File: config.mk
export PLATFORM = sky130hd
export DESIGN_NAME = decode
export DESIGN_NICKNAME = d
export VERILOG_FILES = /design/src/rtl/common_pkg.sv /design/src/rtl/pipes_pkg.sv /design/src/rtl/decode_decoder.sv /design/src/rtl/decode.sv
export SDC_FILE = /design/constraint.sdc
export NUM_CORES = 1
export LEC_CHECK = 0
export BUFFER_PORTS_ARGS = -buffer_cell sky130_fd_sc_hd__buf_2
export CORE_AREA = 2 2 171 173
export DETAILED_ROUTE_END_ITERATION = 12
export DIE_AREA = 0 0 173 175
export SLEW_MARGIN = 25
export SYNTH_ARGS = -nofsm -noshare
export SYNTH_HDL_FRONTEND = slang
export SYNTH_SLANG_ARGS = --single-unit
File: constraint.sdc
create_clock -name clk -period 1.6 [get_ports clk]
set_input_delay 0.16 -clock clk [delete_from_list [all_inputs] [get_ports clk]]
set_output_delay 0.16 -clock clk [all_outputs]
set_load 0.05 [all_outputs]
File: src/rtl/common_pkg.sv
// Scalar types shared across the pipeline packages.
package common;
    typedef logic [63:0] u64;
    typedef logic [31:0] u32;
endpackage

File: src/rtl/pipes_pkg.sv
// Decode-stage types: ALU function codes, RV64I field constants and the registered decode payload.
package pipes;
    import common::*;

    typedef enum logic [2:0] {
        NOP     = 3'd0,
        ALU_ADD = 3'd1,
        ALU_SUB = 3'd2,
        ALU_XOR = 3'd3,
        ALU_OR  = 3'd4,
        ALU_AND = 3'd5
    } alufunc_t;

    localparam logic [6:0] OPC_OP_IMM = 7'b0010011;
    localparam logic [6:0] OPC_OP     = 7'b0110011;
    localparam logic [6:0] OPC_LUI    = 7'b0110111;

    localparam logic [2:0] F3_ADD = 3'b000;
    localparam logic [2:0] F3_XOR = 3'b100;
    localparam logic [2:0] F3_OR  = 3'b110;
    localparam logic [2:0] F3_AND = 3'b111;

    localparam logic [6:0] F7_BASE = 7'b0000000;
    localparam logic [6:0] F7_ALT  = 7'b0100000;

    typedef struct packed {
        u64         pc;
        u64         a;
        u64         b;
        alufunc_t   alufunc;
        logic [4:0] rd;
        logic       regwrite;
    } decode_out_t;

    localparam decode_out_t DECODE_OUT_RESET = '{
        pc: '0, a: '0, b: '0, alufunc: NOP, rd: '0, regwrite: 1'b0
    };

    function automatic u64 immI(input u32 instr);
        return {{52{instr[31]}}, instr[31:20]};
    endfunction

    function automatic u64 immU(input u32 instr);
        return {{32{instr[31]}}, instr[31:12], 12'b0};
    endfunction
endpackage

File: src/rtl/decode_decoder.sv
// Pure combinational RV64I-subset decoder; out_illegal support compiled in with DECODE_ILLEGAL_EN.
module decoder
    import common::*;
    import pipes::*;
(
    input  u32          instr_i,
    input  u64          pc_i,
    input  u64          rd1_i,
    input  u64          rd2_i,
`ifdef DECODE_ILLEGAL_EN
    output logic        illegal_o,
`endif
    output decode_out_t dec_o
);

    logic [6:0] opcode;
    logic [2:0] funct3;
    logic [6:0] funct7;
    logic       legal;

    assign opcode = instr_i[6:0];
    assign funct3 = instr_i[14:12];
    assign funct7 = instr_i[31:25];

    always_comb begin
        dec_o          = DECODE_OUT_RESET;
        dec_o.pc       = pc_i;
        dec_o.rd       = instr_i[11:7];
        legal          = 1'b0;

        unique case (opcode)
            OPC_OP_IMM: begin
                dec_o.a = rd1_i;
                dec_o.b = immI(instr_i);
                legal   = 1'b1;
                case (funct3)
                    F3_ADD:  dec_o.alufunc = ALU_ADD;
                    F3_XOR:  dec_o.alufunc = ALU_XOR;
                    F3_OR:   dec_o.alufunc = ALU_OR;
                    F3_AND:  dec_o.alufunc = ALU_AND;
                    default: legal         = 1'b0;
                endcase
            end
            OPC_OP: begin
                dec_o.a = rd1_i;
                dec_o.b = rd2_i;
                legal   = 1'b1;
                // SUB is the only funct7=0100000 form in the supported subset
                if (funct7 == F7_ALT && funct3 == F3_ADD) begin
                    dec_o.alufunc = ALU_SUB;
                end else if (funct7 == F7_BASE) begin
                    case (funct3)
                        F3_ADD:  dec_o.alufunc = ALU_ADD;
                        F3_XOR:  dec_o.alufunc = ALU_XOR;
                        F3_OR:   dec_o.alufunc = ALU_OR;
                        F3_AND:  dec_o.alufunc = ALU_AND;
                        default: legal         = 1'b0;
                    endcase
                end else begin
                    legal = 1'b0;
                end
            end
            OPC_LUI: begin
                dec_o.b = immU(instr_i);
                legal   = 1'b1;
            end
            default: legal = 1'b0;
        endcase

        if (!legal) begin
            dec_o.alufunc = NOP;
            dec_o.a       = '0;
            dec_o.b       = '0;
        end
        dec_o.regwrite = legal && (instr_i[11:7] != 5'd0);
    end

`ifdef DECODE_ILLEGAL_EN
    assign illegal_o = !legal;
`endif

endmodule

File: src/rtl/decode.sv
// Decode stage: single-entry output register with valid/ready handshake and flush.
// Optional out_illegal flag is enabled by defining DECODE_ILLEGAL_EN.
module decode
    import common::*;
    import pipes::*;
(
    input  logic       clk,
    input  logic       reset,
    input  logic       in_valid,
    output logic       in_ready,
    input  u64         in_pc,
    input  u32         in_instr,
    output logic [4:0] ra1,
    output logic [4:0] ra2,
    input  u64         rd1,
    input  u64         rd2,
    input  logic       flush,
    output logic       out_valid,
    input  logic       out_ready,
    output u64         out_pc,
    output u64         out_a,
    output u64         out_b,
    output alufunc_t   out_alufunc,
    output logic [4:0] out_rd,
`ifdef DECODE_ILLEGAL_EN
    output logic       out_illegal,
`endif
    output logic       out_regwrite
);

    decode_out_t decoded;
    decode_out_t data_q, data_d;
    logic        valid_q, valid_d;
    logic        accept;

    assign ra1 = in_instr[19:15];
    assign ra2 = in_instr[24:20];

`ifdef DECODE_ILLEGAL_EN
    logic decodedIllegal;
    logic illegal_q, illegal_d;

    decoder u_decoder (
        .instr_i   (in_instr),
        .pc_i      (in_pc),
        .rd1_i     (rd1),
        .rd2_i     (rd2),
        .illegal_o (decodedIllegal),
        .dec_o     (decoded)
    );
`else
    decoder u_decoder (
        .instr_i (in_instr),
        .pc_i    (in_pc),
        .rd1_i   (rd1),
        .rd2_i   (rd2),
        .dec_o   (decoded)
    );
`endif

    assign in_ready = !valid_q || out_ready;
    assign accept   = in_valid && in_ready && !flush;

    // Flush wins over accept and stall; data is left as-is when only valid drops
    always_comb begin
        valid_d = valid_q;
        data_d  = data_q;
`ifdef DECODE_ILLEGAL_EN
        illegal_d = illegal_q;
`endif
        if (flush) begin
            valid_d = 1'b0;
        end else if (accept) begin
            valid_d = 1'b1;
            data_d  = decoded;
`ifdef DECODE_ILLEGAL_EN
            illegal_d = decodedIllegal;
`endif
        end else if (out_ready) begin
            valid_d = 1'b0;
        end
    end

    always_ff @(posedge clk) begin
        if (reset) begin
            valid_q <= 1'b0;
            data_q  <= DECODE_OUT_RESET;
`ifdef DECODE_ILLEGAL_EN
            illegal_q <= 1'b0;
`endif
        end else begin
            valid_q <= valid_d;
            data_q  <= data_d;
`ifdef DECODE_ILLEGAL_EN
            illegal_q <= illegal_d;
`endif
        end
    end

    assign out_valid    = valid_q;
    assign out_pc       = data_q.pc;
    assign out_a        = data_q.a;
    assign out_b        = data_q.b;
    assign out_alufunc  = data_q.alufunc;
    assign out_rd       = data_q.rd;
    assign out_regwrite = data_q.regwrite;
`ifdef DECODE_ILLEGAL_EN
    assign out_illegal  = illegal_q;
`endif

endmodule
==> results.py, run 1 <==
metrics = {
    "floorplan": {
        "die_y_um": 175,
        "coreArea_mm2": 0.0284,
        "dieArea_mm2": 0.0303,
        "num_io_pins": 442,
        "die_w_um": 173,
        "num_rows": 62,
        "start_util_pct": 32.6,
    },
    "sta": {
        "timing.fmax_ghz": 0.619,
        "fin_crit_sh_pct": 101,
        "finalWorstSetupSlack_ns": -0.0168,
        "tightest_slew_ns": 0.602,
        "slew_violations": 0,
        "finClkSkew_ns": 0.0152,
        "grt_setup_unrepaired": "true",
        "slew_headroom_pct": 59.9,
        "setup_viol": 8,
        "min_period_ns": 1.62,
        "finalHoldViolCount": 0,
    },
    "global_routing": {
        "antenna_found_initial": 10,
        "grt_pass1_vias": 10044,
        "grtUsageTotal_pct": 23.0,
        "grt_max_degree": 78,
        "grt-ovfl-total": 0,
        "grt_pass1_wl_mm": 56.3,
    },
    "worst_setup_path": {
        "endpoint_kind": "flip-flop",
        "critPathLaunch": "out_valid",
        "worstPathArrival_ns": 2.06,
        "r2r-start": "out_valid",
        "crit_type": "flip-flop to flip-flop",
        "cp_max_fo": 26,
        "cp.required_ns": 2.05,
        "start_kind": "flip-flop",
        "worstRegToRegCells": 7,
    },
    "detailed_routing": {
        "detail_route.wl_per_cell_um": 19.4,
        "drt-total-wl_mm": 38.9,
        "ant_nets": 0,
        "firstDrtPassIters": 5,
        "drt-initial-drc-count": 626,
        "viasPerCell": 5.22,
        "vias": 10485,
        "drc": 0,
    },
    "layout": {
        "final_util_pct": 52.7,
        "final_area_mm2": 0.0150,
        "drive_above_1_share_pct": 40.7,
        "area_growth_pct": 61.5,
        "fillers": 2641,
        "nets": 1828,
    },
    "power_and_ir_drop": {
        "powerDensity_mw_per_mm2": 902,
        "ir_drop_mv": 0.685,
        "total_leakage_power_nw": 6.68,
    },
    "placement": {
        "place_area_mm2": 0.0123,
        "hpwlAfterDp_mm": 25.0,
        "portBuffers": 441,
        "preCtsSetupSlack_ns": -0.377,
        "routabilityCongestion": 0.808,
    },
    "logic_synthesis": {
        "ys_types": 38,
        "syn_avg_cell_area_um2": 8.90,
        "ys_seq_area_share_pct": 43.7,
        "synthCells": 1040,
        "synth-seq-cells": 202,
        "synth_area_mm2": 0.00926,
        "ys_warn_count": 0,
        "synth_nets": 1269,
    },
    "clocking": {
        "cts.sinks": 202,
        "clk_pin_slew_ns": 0.06,
        "htree_num_levels": 1,
        "clk_latency_ns": 0.52,
        "cts_tree": "built",
        "ctsRootBufferMaster": "clkbuf_16",
        "clk_path_buf_depth": 3,
        "cts_buffers": 24,
    },
    "job": {
        "drv_cap": 0,
    },
    "run_status": {
        "outcome": "finished with violations",
        "violations": "negative setup slack",
    },
    "hold_path": {
        "min_path_cells": 3,
        "hold_class": "input pin to flip-flop",
        "hp-start": "rd2[0]",
    },
}
critical path, cell delays in order (launching register included):
cell and delay [ns]:
dfxtp_4 0.34, nor2b_4 0.12, buf_8 0.13, a2111oi_4 0.33, buf_6 0.19, buf_12 0.20
a41oi_1 0.15, o21ai_1 0.09
per-stage QoR:
stage                     instances  power, mW  hold slack [ns]  TNS (ns)
after floorplan                1040       6.40            0.229     -4.79
after global placement         1804       7.11            0.378    -35.04
after detailed placement       1804       7.13            0.390    -39.02
after CTS                      1985       13.5           0.0214   -0.0104
after global routing           2005       13.9           0.0311     -3.34
final                          2008       13.5           0.0387   -0.0605
cells in the mapped netlist:
library cell	count	share of area, %
a21oi_1	123	6.6
nor2b_1	2	0.14
clkbuf_2	5	0.27
or4_1	1	0.081
nand4b_1	1	0.095
inv_1	53	2.1
dfxtp_1	202	44
nor2_1	5	0.20
a211oi_1	52	4.2
buf_2	16	0.86
nand4_1	1	0.068
nand2_1	144	5.8
buf_6	1	0.12
a41oi_1	52	4.9
nand3_1	1	0.054
a311oi_1	1	0.095
or4_4	1	0.12
and3_1	3	0.20
and2_1	1	0.068
mux2_2	64	7.8
or2_2	1	0.068
clkbuf_1	95	3.9
a32oi_1	2	0.19
or4b_1	1	0.11
nor4_1	1	0.068
nand2b_1	1	0.068
o2111ai_1	1	0.095
a21o_1	52	4.2
nor4bb_1	1	0.11
inv_2	1	0.040
o41ai_4	2	0.59
nor3_1	4	0.22
buf_4	15	1.2
o21ai_1	8	0.43
a32o_1	77	8.3
o21ai_0	46	2.5
nor3b_1	2	0.16
a2111oi_2	1	0.16
state kept, by name, summed over array words and instances (netlist names):
| register | flops |
|---|---|
| out_a | 64 |
| out_b | 64 |
| out_pc | 64 |
| out_rd | 5 |
| out_alufunc | 3 |
| out_regwrite | 1 |
| out_valid | 1 |
final timing paths:
path | slack [ns] | end
hold / removal | 0.04 | out_b[0]
hold reg to reg | 0.45 | out_regwrite
setup / recovery | -0.02 | out_b[56]
setup reg to reg | -0.02 | out_b[56]
report_power, final:
group          internal (mW)  switching, mW
sequential              5.11         0.0416
clock                   3.86           2.22
combinational          0.984           1.27
total                   9.96           3.52
per-layer routing:
layer  track usage, %  share of wire [%]
met1             28.5                 42
met3             5.11                6.7
met4             9.89                4.0
met2             38.4                 48
met5                0                  0
cells in the final DEF (no fill, tap or decap), types with 9 or more instances in the layout:
cell / Yosys / layout
inv_1: 53 / 53
o21ai_0: 46 / 17
buf_12: 0 / 27
dlygate4sd3_1: 0 / 135
buf_4: 15 / 47
clkbuf_16: 0 / 31
o21ai_1: 8 / 37
mux2_2: 64 / 64
a21o_1: 52 / 52
dfxtp_1: 202 / 201
a21oi_1: 123 / 122
nand2_1: 144 / 143
diode_2: 0 / 9
buf_6: 1 / 9
buf_2: 16 / 438
a32o_1: 77 / 76
a41oi_1: 52 / 46
a211oi_1: 52 / 48
timing repair:
item | CTS | global route
pin swaps | 1 | 7
gates resized for setup | 16 | 48
endpoints found under the setup margin | 115 | 149
hold endpoints to repair | 134 | 0
buffers inserted | 3 | 5
cloned | 1 | 9
hold buffers | 135 | 0
cell type report:
| class | count | area (µm²) | area share [%] |
|---|---|---|---|
| Inverter | 54 | 210 | 1.41 |
| Multi-Input combinational cell | 652 | 4580 | 30.6 |
| Clock inverter | 10 | 208 | 1.39 |
| Timing Repair Buffer | 665 | 4750 | 31.8 |
| Clock buffer | 32 | 662 | 4.42 |
| Tap cell | 384 | 480 | 3.21 |
| Antenna cell | 9 | 22.5 | 0.151 |
| Sequential cell | 202 | 4050 | 27.1 |
logic make-up after synthesis:
logic type	after synthesis	share of synthesized area, %
AND/OR/NAND/NOR	171	7.66
flip-flops	202	43.7
AO/OA/AOI/OAI	417	32.4
multiplexers	64	7.78
buffers and inverters	186	8.51
Power figures use the tool's default switching activity.
==> inputs of run 2 (changes only) <==
--- a/config.mk
+++ b/config.mk
@@ -5,10 +5,11 @@
 export SDC_FILE = /design/constraint.sdc
 export NUM_CORES = 1
 export LEC_CHECK = 0
+export ABC_AREA = 1
 export BUFFER_PORTS_ARGS = -buffer_cell sky130_fd_sc_hd__buf_2
-export CORE_AREA = 2 2 171 173
+export CORE_AREA = 2 2 172 174
 export DETAILED_ROUTE_END_ITERATION = 12
-export DIE_AREA = 0 0 173 175
+export DIE_AREA = 0 0 174 176
 export SLEW_MARGIN = 25
 export SYNTH_ARGS = -nofsm -noshare
 export SYNTH_HDL_FRONTEND = slang
==> results.py, run 2 <==
metrics = {
    "logic_synthesis": {
        "yosys.area.top_type": "dfxtp_1",
        "synth_edf_count": 0,
        "async_flop_share_pct": 0,
        "synth.most_common_cell": "nor2_1",
        "synth-main-ff-cell": "dfxtp_1",
        "synthDominantCellAreaShare_pct": 43.2,
        "ys_seq_area_share_pct": 43.2,
        "synth-seq-cells": 202,
        "synth_area_mm2": 0.00937,
        "synthCells": 1254,
        "ys_top_cells_by_area": "dfxtp_1 43%, a21oi_2 9.3%, nor2_1 8.2%",
        "yosys-top-cells-count": "204 x nor2_1, 203 x nand2_1, 202 x dfxtp_1",
        "ys_warn_count": 0,
        "synth_nets": 1483,
        "ys_types": 24,
        "syn_avg_cell_area_um2": 7.47,
    },
    "detailed_routing": {
        "ant_nets": 0,
        "vias": 10199,
        "drt-total-wl_mm": 33.4,
        "drt-initial-drc-count": 575,
        "drc": 0,
        "detail_route.wl_per_cell_um": 15.1,
        "firstDrtPassIters": 6,
        "viasPerCell": 4.62,
    },
    "floorplan": {
        "num_io_pins": 442,
        "coreArea_mm2": 0.0285,
        "die_w_um": 174,
        "die_y_um": 176,
        "num_rows": 62,
        "start_util_pct": 32.8,
        "dieArea_mm2": 0.0306,
    },
    "power_and_ir_drop": {
        "power.switching_mw": 3.84,
        "seqPwrFrac_pct": 39.8,
        "clkPwrFrac_pct": 42.6,
        "power.internal_mw": 9.61,
        "power_frac_comb_pct": 17.7,
        "sw_frac_of_total_pct": 28.6,
        "ir_drop_mv": 0.725,
        "total_leakage_power_nw": 6.88,
        "powerDensity_mw_per_mm2": 935,
    },
    "worst_setup_path": {
        "worstRegToRegCells": 8,
        "worstPathArrival_ns": 2.00,
        "crit_path_top_delay_cell": "dlygate4sd3_1",
        "path_cells": "dlygate4sd3_1, buf_2, inv_1, nand3_4, inv_6, nand3_2, buf_12, nor2_1, nand2_2, a21oi_2",
        "r2r_slack_ns": 0.07,
        "cp_max_fo": 64,
        "critPathMaxStageDelay_ns": 0.55,
        "r2r-start": "out_valid",
        "crit_type": "input pin to flip-flop",
        "start_kind": "input pin",
        "r2r_end": "out_a[2]",
        "endpoint_kind": "flip-flop",
        "critPathLaunch": "flush",
        "cp.required_ns": 2.05,
    },
    "sta": {
        "slew_violations": 0,
        "fin_setup_tns_ns": 0,
        "finClkSkew_ns": 0.00558,
        "tightest_slew_ns": 0.460,
        "slew_headroom_pct": 69.3,
        "hold_ws_ns": 0.0250,
        "grt_setup_unrepaired": "false",
        "fin_crit_sh_pct": 96.8,
        "setup_viol": 0,
        "min_period_ns": 1.55,
        "timing.fmax_ghz": 0.645,
        "finalHoldViolCount": 0,
    },
    "clocking": {
        "cts_setup_buffers": 0,
        "clk_path_buf_depth": 3,
        "clk_latency_ns": 0.51,
        "clk_pin_slew_ns": 0.06,
        "cts.sinks": 202,
        "ctsRootBufferMaster": "clkbuf_16",
        "cts_buffers": 23,
        "htree_num_levels": 1,
        "cts_tree": "built",
    },
    "hold_path": {
        "min_path_cells": 5,
        "hp-start": "rd2[41]",
        "holdPathEnd": "out_b[41]",
        "hold_class": "input pin to flip-flop",
    },
    "layout": {
        "final_util_pct": 50.4,
        "fillers": 2732,
        "nets": 2035,
        "most-common-layout-cells": "439 x buf_2, 202 x nor2_1, 201 x dfxtp_1",
        "layout_commonest_cell": "buf_2",
        "num_antenna_cells": 0,
        "area_growth_pct": 53.6,
        "drive_above_1_share_pct": 41.0,
    },
    "job": {
        "drv_cap": 0,
    },
    "run_status": {
        "outcome": "finished, final reports clean",
    },
    "global_routing": {
        "antenna_found_initial": 0,
        "grt_pass1_wl_mm": 51.7,
        "grt_pass1_vias": 9801,
        "grtUsageTotal_pct": 20.6,
        "grt-ovfl-total": 0,
        "grt_max_degree": 70,
    },
    "placement": {
        "portBuffers": 441,
        "hpwlAfterDp_mm": 22.2,
        "routabilityCongestion": 0.886,
    },
}
## run 2: cell count changes after synthesis, sizes merged, moves of 64 or more
| cell | before | now |
|---|---|---|
| a32o | 77 | 0 |
| mux2 | 64 | 0 |
| nand2 | 144 | 301 |
| nand3 | 1 | 68 |
| nor2 | 5 | 205 |
| o21ai | 54 | 143 |
## run 2: power by group through the flow
stage	logic, mW	registers (mW)	clock network [mW]
global route	2.53	5.37	6.09
floorplan	0.622	6.19	0
CTS	2.35	5.35	5.87
finish	2.38	5.35	5.73
detailed placement	2.08	5.46	0
global placement	2.07	5.45	0
## run 2: per-stage QoR
stage          cell area (µm²)  instances  power [mW]  setup slack, ns
6_report                 14400       2207        13.5           0.0508
5_1_grt                  14400       2207        14.0          0.00415
4_1_cts                  14300       2205        13.6           0.0527
3_5_place_dp             12100       2023        7.53         -0.00827
3_3_place_gp             12100       2023        7.52          -0.0599
2_1_floorplan             9380       1254        6.81          -0.0372
## run 2: layout make-up
cell class                 instances  area [µm²]  area share [%]
clock buffer                      30         622            4.32
clock inverter                    12         191            1.33
inverter                          88         337            2.34
multi-input combinational        859        4370            30.4
sequential                       202        4050            28.1
tap                              384         480            3.34
timing repair buffer             632        4340            30.2
## run 2: worst max-delay path: cells and delay by family
| family | cells | cell delay [ns] |
|---|---|---|
| simple gates | 4 | 0.55 |
| compound gates | 1 | 0.10 |
| buf+inv | 5 | 1.13 |
## run 2: per-layer routing
layer | up-vias | routed length, µm | GRT usage [%] | share of wire [%]
li1 | 5063 | - | - | -
met1 | 4659 | 13600 | 25.1 | 41
met2 | 410 | 16100 | 35.4 | 48
met3 | 67 | 2550 | 5.02 | 7.6
met4 | 0 | 1150 | 7.39 | 3.4
met5 | - | 0 | 0 | 0
## run 2: cells by family (layout without fill, tap and decap cells)
family | count (synthesis) | count (layout) | synth area share [%]
AO/OA/AOI/OAI | 278 | 278 | 18.9
AND/OR/NAND/NOR | 581 | 581 | 27.4
flip-flops | 202 | 202 | 43.2
buffers and inverters | 193 | 762 | 10.6
## run 2: worst max-delay path by stage
| stage | end | cells after the start |
|---|---|---|
| after floorplan | out_a[10] | 8 |
| after global placement | out_b[13] | 10 |
| after detailed placement | out_b[63] | 10 |
| after CTS | out_a[55] | 13 |
| after global routing | out_a[2] | 8 |
| final | out_a[2] | 10 |
## run 2: repair_timing
| action | in CTS | in global routing |
|---|---|---|
| hold buffers | 140 | 0 |
| resized for setup | 0 | 17 |
| endpoints found under the hold margin | 139 | 0 |
| endpoints found under the setup margin | 0 | 130 |
